File: config.mk
export PLATFORM = sky130hd
export DESIGN_NAME = md_unit
export DESIGN_NICKNAME = d
export VERILOG_FILES = /design/src/rtl/md_pkg.sv /design/src/rtl/md_div_iter.sv /design/src/rtl/md_unit.sv
export SDC_FILE = /design/constraint.sdc
export NUM_CORES = 1
export LEC_CHECK = 0
export BUFFER_PORTS_ARGS = -buffer_cell sky130_fd_sc_hd__buf_4
export CORE_ASPECT_RATIO = 0.75
export CORE_UTILIZATION = 50
export CTS_CLUSTER_DIAMETER = 150
export CTS_CLUSTER_SIZE = 12
export DETAILED_ROUTE_END_ITERATION = 8
export GPL_ROUTABILITY_DRIVEN = 0
export HOLD_SLACK_MARGIN = 0.15
export PLACE_DENSITY = 0.68
export SLEW_MARGIN = 10
export SYNTH_ARGS = -nofsm -noshare
export SYNTH_HDL_FRONTEND = slang
export SYNTH_SLANG_ARGS = --single-unit
File: constraint.sdc
create_clock -name clk_i -period 7.15 [get_ports clk_i]
set_input_delay 0.3575 -clock clk_i [delete_from_list [all_inputs] [get_ports clk_i]]
set_output_delay 0.3575 -clock clk_i [all_outputs]
set_load 0.05 [all_outputs]
File: src/rtl/md_pkg.sv
// Shared definitions for the RV32M multiply/divide unit: operation
// encoding, FSM states, datapath width and iteration count.
package md_pkg;

  localparam int MD_XLEN  = 32;
  localparam int MD_ITERS = 32;

  typedef enum logic [2:0] {
    OP_MUL    = 3'd0,
    OP_MULH   = 3'd1,
    OP_MULHSU = 3'd2,
    OP_MULHU  = 3'd3,
    OP_DIV    = 3'd4,
    OP_DIVU   = 3'd5,
    OP_REM    = 3'd6,
    OP_REMU   = 3'd7
  } md_op_e;

  typedef enum logic [1:0] {
    IDLE = 2'd0,
    CALC = 2'd1,
    FIN  = 2'd2
  } md_state_e;

  // rs1 is interpreted as two's complement for these ops
  function automatic logic op_a_signed(input logic [2:0] op);
    return (op == OP_MULH) || (op == OP_MULHSU) || (op == OP_DIV) || (op == OP_REM);
  endfunction

  // rs2 is interpreted as two's complement for these ops
  function automatic logic op_b_signed(input logic [2:0] op);
    return (op == OP_MULH) || (op == OP_DIV) || (op == OP_REM);
  endfunction

endpackage

File: src/rtl/md_div_iter.sv
// One restoring-division step: shift the next dividend bit into the
// partial remainder, try to subtract the divisor, keep the difference
// and record a 1 quotient bit if it did not go negative.
module md_div_iter
  import md_pkg::*;
(
  input  logic [MD_XLEN-1:0] rem,
  input  logic [MD_XLEN-1:0] quot,
  input  logic [MD_XLEN-1:0] divisor,
  output logic [MD_XLEN-1:0] rem_next,
  output logic [MD_XLEN-1:0] quot_next
);

  logic [MD_XLEN:0] shifted;
  logic [MD_XLEN:0] diff;

  // trial subtraction; bit MD_XLEN of diff is the borrow
  always_comb begin
    shifted = {rem, quot[MD_XLEN-1]};
    diff    = shifted - {1'b0, divisor};
    if (!diff[MD_XLEN]) begin
      rem_next  = diff[MD_XLEN-1:0];
      quot_next = {quot[MD_XLEN-2:0], 1'b1};
    end else begin
      rem_next  = shifted[MD_XLEN-1:0];
      quot_next = {quot[MD_XLEN-2:0], 1'b0};
    end
  end

endmodule

File: src/rtl/md_unit.sv
// RV32M multiply/divide unit. Iterative shift-add multiply and restoring
// divide on operand magnitudes, sign fix-up in FIN, registered results.
// Define MD_FAST_MUL_EN to replace the iterative multiply with a
// single-cycle 64-bit multiplier (divides stay iterative).
module md_unit
  import md_pkg::*;
#(
  parameter int XLEN = MD_XLEN
) (
  input  logic            clk_i,
  input  logic            rst_i,
  input  logic            start_i,
  input  logic [2:0]      op_i,
  input  logic [XLEN-1:0] rs1_data_i,
  input  logic [XLEN-1:0] rs2_data_i,
  input  logic [4:0]      rd_i,
  output logic            busy_o,
  output logic            done_o,
  output logic [XLEN-1:0] result_o,
  output logic [4:0]      rd_o,
  output logic            wen_o
);

  localparam logic [4:0] LAST_ITER = 5'(MD_ITERS - 1);

  md_state_e       state_q, state_d;
  md_op_e          op_q;
  logic [4:0]      rd_q;
  logic [4:0]      cnt_q;
  logic [XLEN-1:0] b_q;
  logic [XLEN-1:0] hi_q, lo_q;
  logic            neg_q, neg_r;

  logic            a_neg, b_neg;
  logic [XLEN-1:0] a_mag, b_mag;
  logic            div_zero, div_ovf, fast_mul;
  logic [XLEN:0]   mul_sum;
  logic [XLEN-1:0] div_rem, div_quot;
  logic [2*XLEN-1:0] prod_fix;
  logic [XLEN-1:0] fin_result;
`ifdef MD_FAST_MUL_EN
  logic [2*XLEN-1:0] fast_prod;
`endif

  // operand decode at accept time: magnitudes and the short-cut cases
  always_comb begin
    a_neg    = op_a_signed(op_i) & rs1_data_i[XLEN-1];
    b_neg    = op_b_signed(op_i) & rs2_data_i[XLEN-1];
    a_mag    = a_neg ? -rs1_data_i : rs1_data_i;
    b_mag    = b_neg ? -rs2_data_i : rs2_data_i;
    div_zero = op_i[2] && (rs2_data_i == '0);
    div_ovf  = ((op_i == OP_DIV) || (op_i == OP_REM)) &&
               (rs1_data_i == {1'b1, {(XLEN-1){1'b0}}}) && (rs2_data_i == '1);
`ifdef MD_FAST_MUL_EN
    fast_mul  = !op_i[2];
    fast_prod = {{XLEN{1'b0}}, a_mag} * {{XLEN{1'b0}}, b_mag};
`else
    fast_mul  = 1'b0;
`endif
  end

  // one shift-add multiply step: conditionally add multiplicand, shift right
  always_comb begin
    mul_sum = {1'b0, hi_q} + (lo_q[0] ? {1'b0, b_q} : {(XLEN+1){1'b0}});
  end

  md_div_iter u_div_iter (
    .rem       (hi_q),
    .quot      (lo_q),
    .divisor   (b_q),
    .rem_next  (div_rem),
    .quot_next (div_quot)
  );

  // sign correction and result selection used when leaving FIN
  always_comb begin
    prod_fix = neg_q ? -{hi_q, lo_q} : {hi_q, lo_q};
    case (op_q)
      OP_MUL:                      fin_result = prod_fix[XLEN-1:0];
      OP_MULH, OP_MULHSU, OP_MULHU: fin_result = prod_fix[2*XLEN-1:XLEN];
      OP_DIV, OP_DIVU:             fin_result = neg_q ? -lo_q : lo_q;
      default:                     fin_result = neg_r ? -hi_q : hi_q;
    endcase
  end

  // state register
  always_ff @(posedge clk_i) begin
    if (rst_i) state_q <= IDLE;
    else       state_q <= state_d;
  end

  // next-state logic; divide corner cases and fast multiply skip CALC
  always_comb begin
    state_d = state_q;
    busy_o  = (state_q != IDLE);
    case (state_q)
      IDLE: if (start_i) state_d = (div_zero || div_ovf || fast_mul) ? FIN : CALC;
      CALC: if (cnt_q == LAST_ITER) state_d = FIN;
      FIN:  state_d = IDLE;
      default: state_d = IDLE;
    endcase
  end

  // datapath: capture on accept, iterate in CALC, publish from FIN
  always_ff @(posedge clk_i) begin
    if (rst_i) begin
      op_q     <= OP_MUL;
      rd_q     <= '0;
      cnt_q    <= '0;
      b_q      <= '0;
      hi_q     <= '0;
      lo_q     <= '0;
      neg_q    <= 1'b0;
      neg_r    <= 1'b0;
      done_o   <= 1'b0;
      wen_o    <= 1'b0;
      result_o <= '0;
      rd_o     <= '0;
    end else begin
      done_o <= 1'b0;
      wen_o  <= 1'b0;
      case (state_q)
        IDLE: begin
          if (start_i) begin
            op_q  <= md_op_e'(op_i);
            rd_q  <= rd_i;
            cnt_q <= '0;
            b_q   <= b_mag;
            neg_q <= a_neg ^ b_neg;
            neg_r <= a_neg;
            if (div_zero) begin
              hi_q  <= rs1_data_i;
              lo_q  <= '1;
              neg_q <= 1'b0;
              neg_r <= 1'b0;
            end else if (div_ovf) begin
              hi_q  <= '0;
              lo_q  <= {1'b1, {(XLEN-1){1'b0}}};
              neg_q <= 1'b0;
              neg_r <= 1'b0;
`ifdef MD_FAST_MUL_EN
            end else if (fast_mul) begin
              {hi_q, lo_q} <= fast_prod;
`endif
            end else begin
              hi_q <= '0;
              lo_q <= a_mag;
            end
          end
        end
        CALC: begin
          cnt_q <= cnt_q + 5'd1;
          if (op_q[2]) begin
            hi_q <= div_rem;
            lo_q <= div_quot;
          end else begin
            hi_q <= mul_sum[XLEN:1];
            lo_q <= {mul_sum[0], lo_q[XLEN-1:1]};
          end
        end
        FIN: begin
          done_o   <= 1'b1;
          wen_o    <= (rd_q != 5'd0);
          result_o <= fin_result;
          rd_o     <= rd_q;
        end
        default: ;
      endcase
    end
  end

endmodule

* Word-level counts from Yosys, hierarchy flattened
Cells that the tools add are included.
** Word-level totals
- ROM bits :: 0
- Latch bits :: 0
- Bits in registers :: 152
- Memories :: 0
- Input port bits :: 75
- Memory bits (writable) :: 0
** Cells by class
- Reductions and logical operators :: 22
- Muxes and demuxes :: 29
- Add/sub/neg operators :: 8
- Divide/modulo/power cells :: 0
- Shift-type cells :: 0
- Magnitude comparators :: 0
- Bitwise operators :: 4
- Equality and inequality tests :: 16
- $mul :: 0
** Operators by type and width (count)
- 2-to-1 mux 32 bit :: 13
- negator 32 bit :: 4
- case mux 32 bit (2 select lines) :: 2
- case mux 32 bit (3 select lines) :: 1
- equality test 32 bit, second input constant :: 2
- 2-to-1 mux 64 bit :: 1
- negator 64 bit :: 1
- adder 32 x 32 -> 33 bit :: 1
- subtractor 33 x 32 -> 33 bit :: 1
- zero test 32 bit :: 1
- equality test 3 bit, second input constant :: 4
- case mux 5 bit (2 select lines) :: 1
- equality test 3 x 2 -> 1 bit, second input constant :: 3
- logical OR 1 bit :: 7
- equality test 3 x 1 -> 1 bit, second input constant :: 2
- 2-to-1 mux 1 bit :: 6
- 2-to-1 mux 2 bit :: 3
- AND reduction 2 bit :: 3
- adder 5 x 1 -> 5 bit, second input constant :: 1
- equality test 5 bit, second input constant :: 1
- 2-to-1 mux 5 bit :: 1
- nonzero test 5 bit :: 1
- inequality test 2 bit, second input constant :: 2
- case mux 2 bit (2 select lines) :: 1
- 11 further kinds :: 16

* Logic depth before layout (Yosys ltp)
- Depth after elaboration :: 10
- Gate-level depth with buffers :: 15
- Mapped depth without buffers :: 12

* Cells and area by module
From an unflattened synthesis, not the netlist that was laid out.
** Unflattened totals
- Cell total of the unflattened synthesis :: 1970
- Area total of the unflattened synthesis :: 14661.6 µm²
** Modules (own cells, without submodules)
- md_unit :: area an instance 12070.3 µm², instances 1, sequential area each 3042.9 µm², cells an instance 1634
- md_div_iter :: area an instance 2591.2 µm², instances 1, sequential area each 0.0 µm², cells an instance 336

* Worst setup path after synthesis
Ideal clock, no wire load.
- Kind :: register to register
- Start :: register hi_q[0]
- End :: register result_o[24]
- Path slack :: 3.802 ns
- Setup time :: 0.115 ns
- Path buffers :: 0
- Data arrival time :: 3.233 ns
- Data required time :: 7.035 ns
- Cell stages (with the launch flop) :: 11
- Cell sequence :: dfxtp_1 inv_1 ha_1 or3b_4 or4_4 or4_4 or3b_4 or3_1 a32oi_1 o221ai_1 o21a_1
** On the way
- Cells in the longest elaborated chain, start to end :: 3
** RTL lines
- from (decl) :: RTL line md_unit.sv:31 : logic [XLEN-1:0] hi_q, lo_q;
- from (signal assigned) :: RTL line md_unit.sv:132 : hi_q <= rs1_data_i;
- from (signal assigned) :: RTL line md_unit.sv:154 : hi_q <= div_rem;
- from (signal assigned) :: RTL line md_unit.sv:157 : hi_q <= mul_sum[XLEN:1];
- negator 64 bit / negator 32 bit (equally long branches) :: RTL line md_unit.sv:77, md_unit.sv:82
- 2-to-1 mux 64 bit / 2-to-1 mux 32 bit (equally long branches) :: RTL line md_unit.sv:77, md_unit.sv:82
- case mux 32 bit (3 select lines) (*) :: RTL line md_unit.sv:78 : case (op_q)
- to (signal assigned) :: RTL line md_unit.sv:164 : result_o <= fin_result;
- to (decl) :: RTL line md_unit.sv:19 : output logic [XLEN-1:0] result_o,
Mark *: on every way between the ends. The rest lies on a longest branch, timed or not.
A chain may end at the register's enable or synchronous reset.

* Worst setup path in the final report
- Start :: register lo_q[0]
- End :: register hi_q[24]
** On the way
- Cells in the longest elaborated chain, start to end :: 4
** RTL lines
- from (decl) :: RTL line md_unit.sv:31
- from (signal assigned) :: RTL line md_unit.sv:138 : lo_q <= {1'b1, {(XLEN-1){1'b0}}};
- from (signal assigned) :: RTL line md_unit.sv:147 : lo_q <= a_mag;
- from (signal assigned) :: RTL line md_unit.sv:155 : lo_q <= div_quot;
- 2-to-1 mux 32 bit :: RTL line md_unit.sv:64 : mul_sum = {1'b0, hi_q} + (lo_q[0] ? {1'b0, b_q} : {(XLEN+1){1'b0}});
- adder 32 x 32 -> 33 bit :: RTL line md_unit.sv:64
- 2-to-1 mux 32 bit :: RTL line md_unit.sv:153 : if (op_q[2]) begin
- case mux 32 bit (2 select lines) :: RTL line md_unit.sv:122 : case (state_q)
No other way between the ends.

==> qor.csv <==
stage,metric,value,unit
route,wl,51500,um
power_and_ir_drop,power_density,212,mW/mm2
route,viasPerCell,6.56,
cells_and_area,fin_nets,2141,
run_status,status,"finished, violations left",
route,antenna_violating_nets_post_route,0,
synthesis,ys_top_cells_by_area,"dfxtp_1 (21%), xnor2_1 (6.8%), a21oi_1 (6.5%)",
synthesis,synth_top_area_share,21.3,%
critical_path,r2r-start,lo_q[0],
critical_path,worstRegToRegCells,12,
sta,tightestPinTransition,1.34,ns
grt,grtUsageMet2,49.1,%
cts,clkSinkCount,152,
cells_and_area,layout_commonest_cell,nor2_1,
synthesis,netlist_instances,1979,
sta,rsz0062_at_grt,false,
sta,fmax,223,MHz
synthesis,synthFlopType,dfxtp_1,
critical_path,regToRegSetupSlack,2.66,ns
synthesis,synth_area,0.0143,mm2
critical_path,timing.rr.end,hi_q[24],
synthesis,synth_fa_ha_area_share,6.51,%
grt,grt.overflow.total,0,
cts,clk_latency,0.45,ns
grt,antenna_found_initial,1,
cells_and_area,areaGrowthSynthToFinish,11.2,%
power_and_ir_drop,ir_drop,0.164,mV
critical_path,critPathLaunchType,flop,
grt,grt_start_max_net_pins,95,
synthesis,synthXorXnorAreaFrac,12.2,%
synthesis,synth_edf_count,0,
route,first_pass_iters,9,
grt,grtUsageTotal,34.7,%
cells_and_area,most-common-layout-cells,"nor2_1 (240), a21oi_1 (185), nand2_1 (171)",
synthesis,ys_seq_area_share,21.3,%
power_and_ir_drop,p_leak,6.13,nW
critical_path,arrival,4.76,ns
floorplanning,rows,53,
grt,use_met1,49.7,%
cts,postCtsSetupBuffers,0,
synthesis,synth.distinct_cells,72,
hold_path,hp-start,rd_i[1],
flow_run,cap_violations,0,
hold_path,whs_path_depth,3,
floorplanning,dieArea,0.0292,mm2
sta,min_period,4.49,ns
run_status,failed_checks,DRC,
synthesis,synth-simple-area-share,23.0,%
route,vias,15700,
place,pre_cts_slack,2.79,ns
critical_path,cp_max_fo,35,
sta,slew_headroom,10.3,%
place,dp_hpwl,38000,um
sta,fin_tns_setup,0,ns
critical_path,cp-end-kind,flop,
cts,h-tree-depth,4,
grt,grt_pass1_wl,79200,um
synthesis,synthArstFlopShare,0,%
power_and_ir_drop,fin_total_pwr,3.36,mW
cts,ctsRootBufferMaster,clkbuf_16,
place,io_buffers,114,
hold_path,hold_class,input port to flop,
grt,top_usage_layer,met1,
critical_path,worstSetupPathType,flop to flop,
cts,clockBufferDepth,2,
synthesis,synth_top_family_by_area,compound AO/OA/AOI/OAI gates,
grt,grt_use_met3,9.18,%
route,wire_per_inst,21.5,um
floorplanning,start_util,50.9,%
cells_and_area,diodes,0,
synthesis,synth-compound-area-share,27.5,%
synthesis,synth_fp_nets,2127,
synthesis,synth-seq-cells,152,
grt,grt_pass1_vias,14000,
sta,final.setup.worst_slack,2.66,ns
cts,cts_tree,built,
sta,period_share,62.8,%
synthesis,synthMuxAreaShare,4.03,%
synthesis,synth_area_per_cell,7.21,um2
cts,cts_buffers,17,
floorplanning,core_area,0.0281,mm2
sta,final-hold-violation-count,0,
floorplanning,ios,115,
synthesis,yosysTopAreaCell,dfxtp_1,
synthesis,synth_warnings,0,
cells_and_area,fin_util,56.6,%
route,drtIter0Drc,2201,
sta,setup_viol,0,
floorplanning,die_h,148,um
hold_path,hold_end,rd_q[1],
sta,finClkSkew,0.0144,ns
cts,clk_pin_slew,0.07,ns
route,drt_drc_violations_left,5,
floorplanning,die_w,197,um
cells_and_area,fill_cells,2662,
cells_and_area,drive_gt1_share,11.2,%
sta,maxSlewViolCount,0,
critical_path,cp.required,7.42,ns
## flip-flops by register name, indices dropped and copies added (netlist names)
name	cells
b_q	32
hi_q	32
lo_q	32
result_o	32
cnt_q	5
rd_o	5
rd_q	5
op_q	3
state_q	2
done_o	1
neg_q	1
neg_r	1
wen_o	1
## metal layers
layer	vias up	wire, um
met5	-	10
met4	2	1990
met3	174	6580
met2	998	20300
met1	7259	22600
li1	7243	-
## cell type report
type / count / area (um2) / area share, %
clock buffers: 17 / 425 / 2.68
clock inverters: 15 / 191 / 1.21
inverters: 57 / 214 / 1.35
multi-input cells: 1628 / 10500 / 66.0
flip-flops and latches: 152 / 3050 / 19.2
well taps: 385 / 482 / 3.03
repair buffers: 137 / 1030 / 6.51
## cells by family after synthesis
| kind of cell | count (synthesis) |
|---|---|
| AOI/OAI and AO/OA | 605 |
| xor gates and xnor gates | 198 |
| adders and majority gates | 73 |
| buffers and inverters | 199 |
| DFF | 152 |
| muxes | 55 |
| and+or+nand+nor | 697 |
## synthesized netlist by cell type, types with 22 or more instances
library cell  number
a211oi_1          62
nor2_1           244
nand2_1          171
a21oi_1          185
ha_1              71
dfxtp_1          152
clkbuf_1         118
mux2i_1           35
o21ai_0          121
a21o_1            28
inv_1             56
nand3_1           39
xnor2_1          111
nor4_1            22
nor3_1            70
o31ai_1           29
nand2b_1          23
xor2_1            87
or3_1             26
## repair_timing
item	in CTS	in global routing
gates resized for setup	0	0
hold buffers	2	0
hold endpoints to repair	2	0
## report_power, final
part	total (mW)	internal (mW)	switching, mW
Sequential	1.03	0.911	0.123
Combinational	1.35	0.519	0.834
Clock	0.976	0.557	0.418
## worst max-delay path, cell delays in order (launching register included)
cell and delay, ns:
dfxtp_1 0.37, clkinv_1 0.81, nor2_1 0.56, ha_1 0.33, a211oi_1 0.25, o21ai_0 0.29
o2111ai_1 0.46, nand3_1 0.28, a41oi_1 0.31, xor2_1 0.21, nor2_1 0.06, a2111oi_0 0.31
nor4_1 0.08
## how the worst max path moves through the flow
stage	start	end	slack (ns)	depth (start not counted)
after global routing	lo_q[0]	hi_q[24]	2.34	12
after detailed placement	lo_q[0]	hi_q[24]	2.79	12
after global placement	rs2_data_i[0]	hi_q[29]	2.90	12
after CTS	lo_q[0]	hi_q[24]	2.76	12
final	lo_q[0]	hi_q[24]	2.66	12
after floorplan	hi_q[0]	result_o[24]	3.80	10
## through the flow
| step | instances | area [um2] | hold WS [ns] |
|---|---|---|---|
| after global placement | 2357 | 15200 | 0.444 |
| after detailed placement | 2357 | 15200 | 0.448 |
| final | 2391 | 15900 | 0.165 |
| after floorplan | 1979 | 14300 | 0.440 |
| after CTS | 2391 | 15900 | 0.154 |
| after global routing | 2391 | 15900 | 0.168 |
Note: power is estimated with default switching activity, not from simulation.
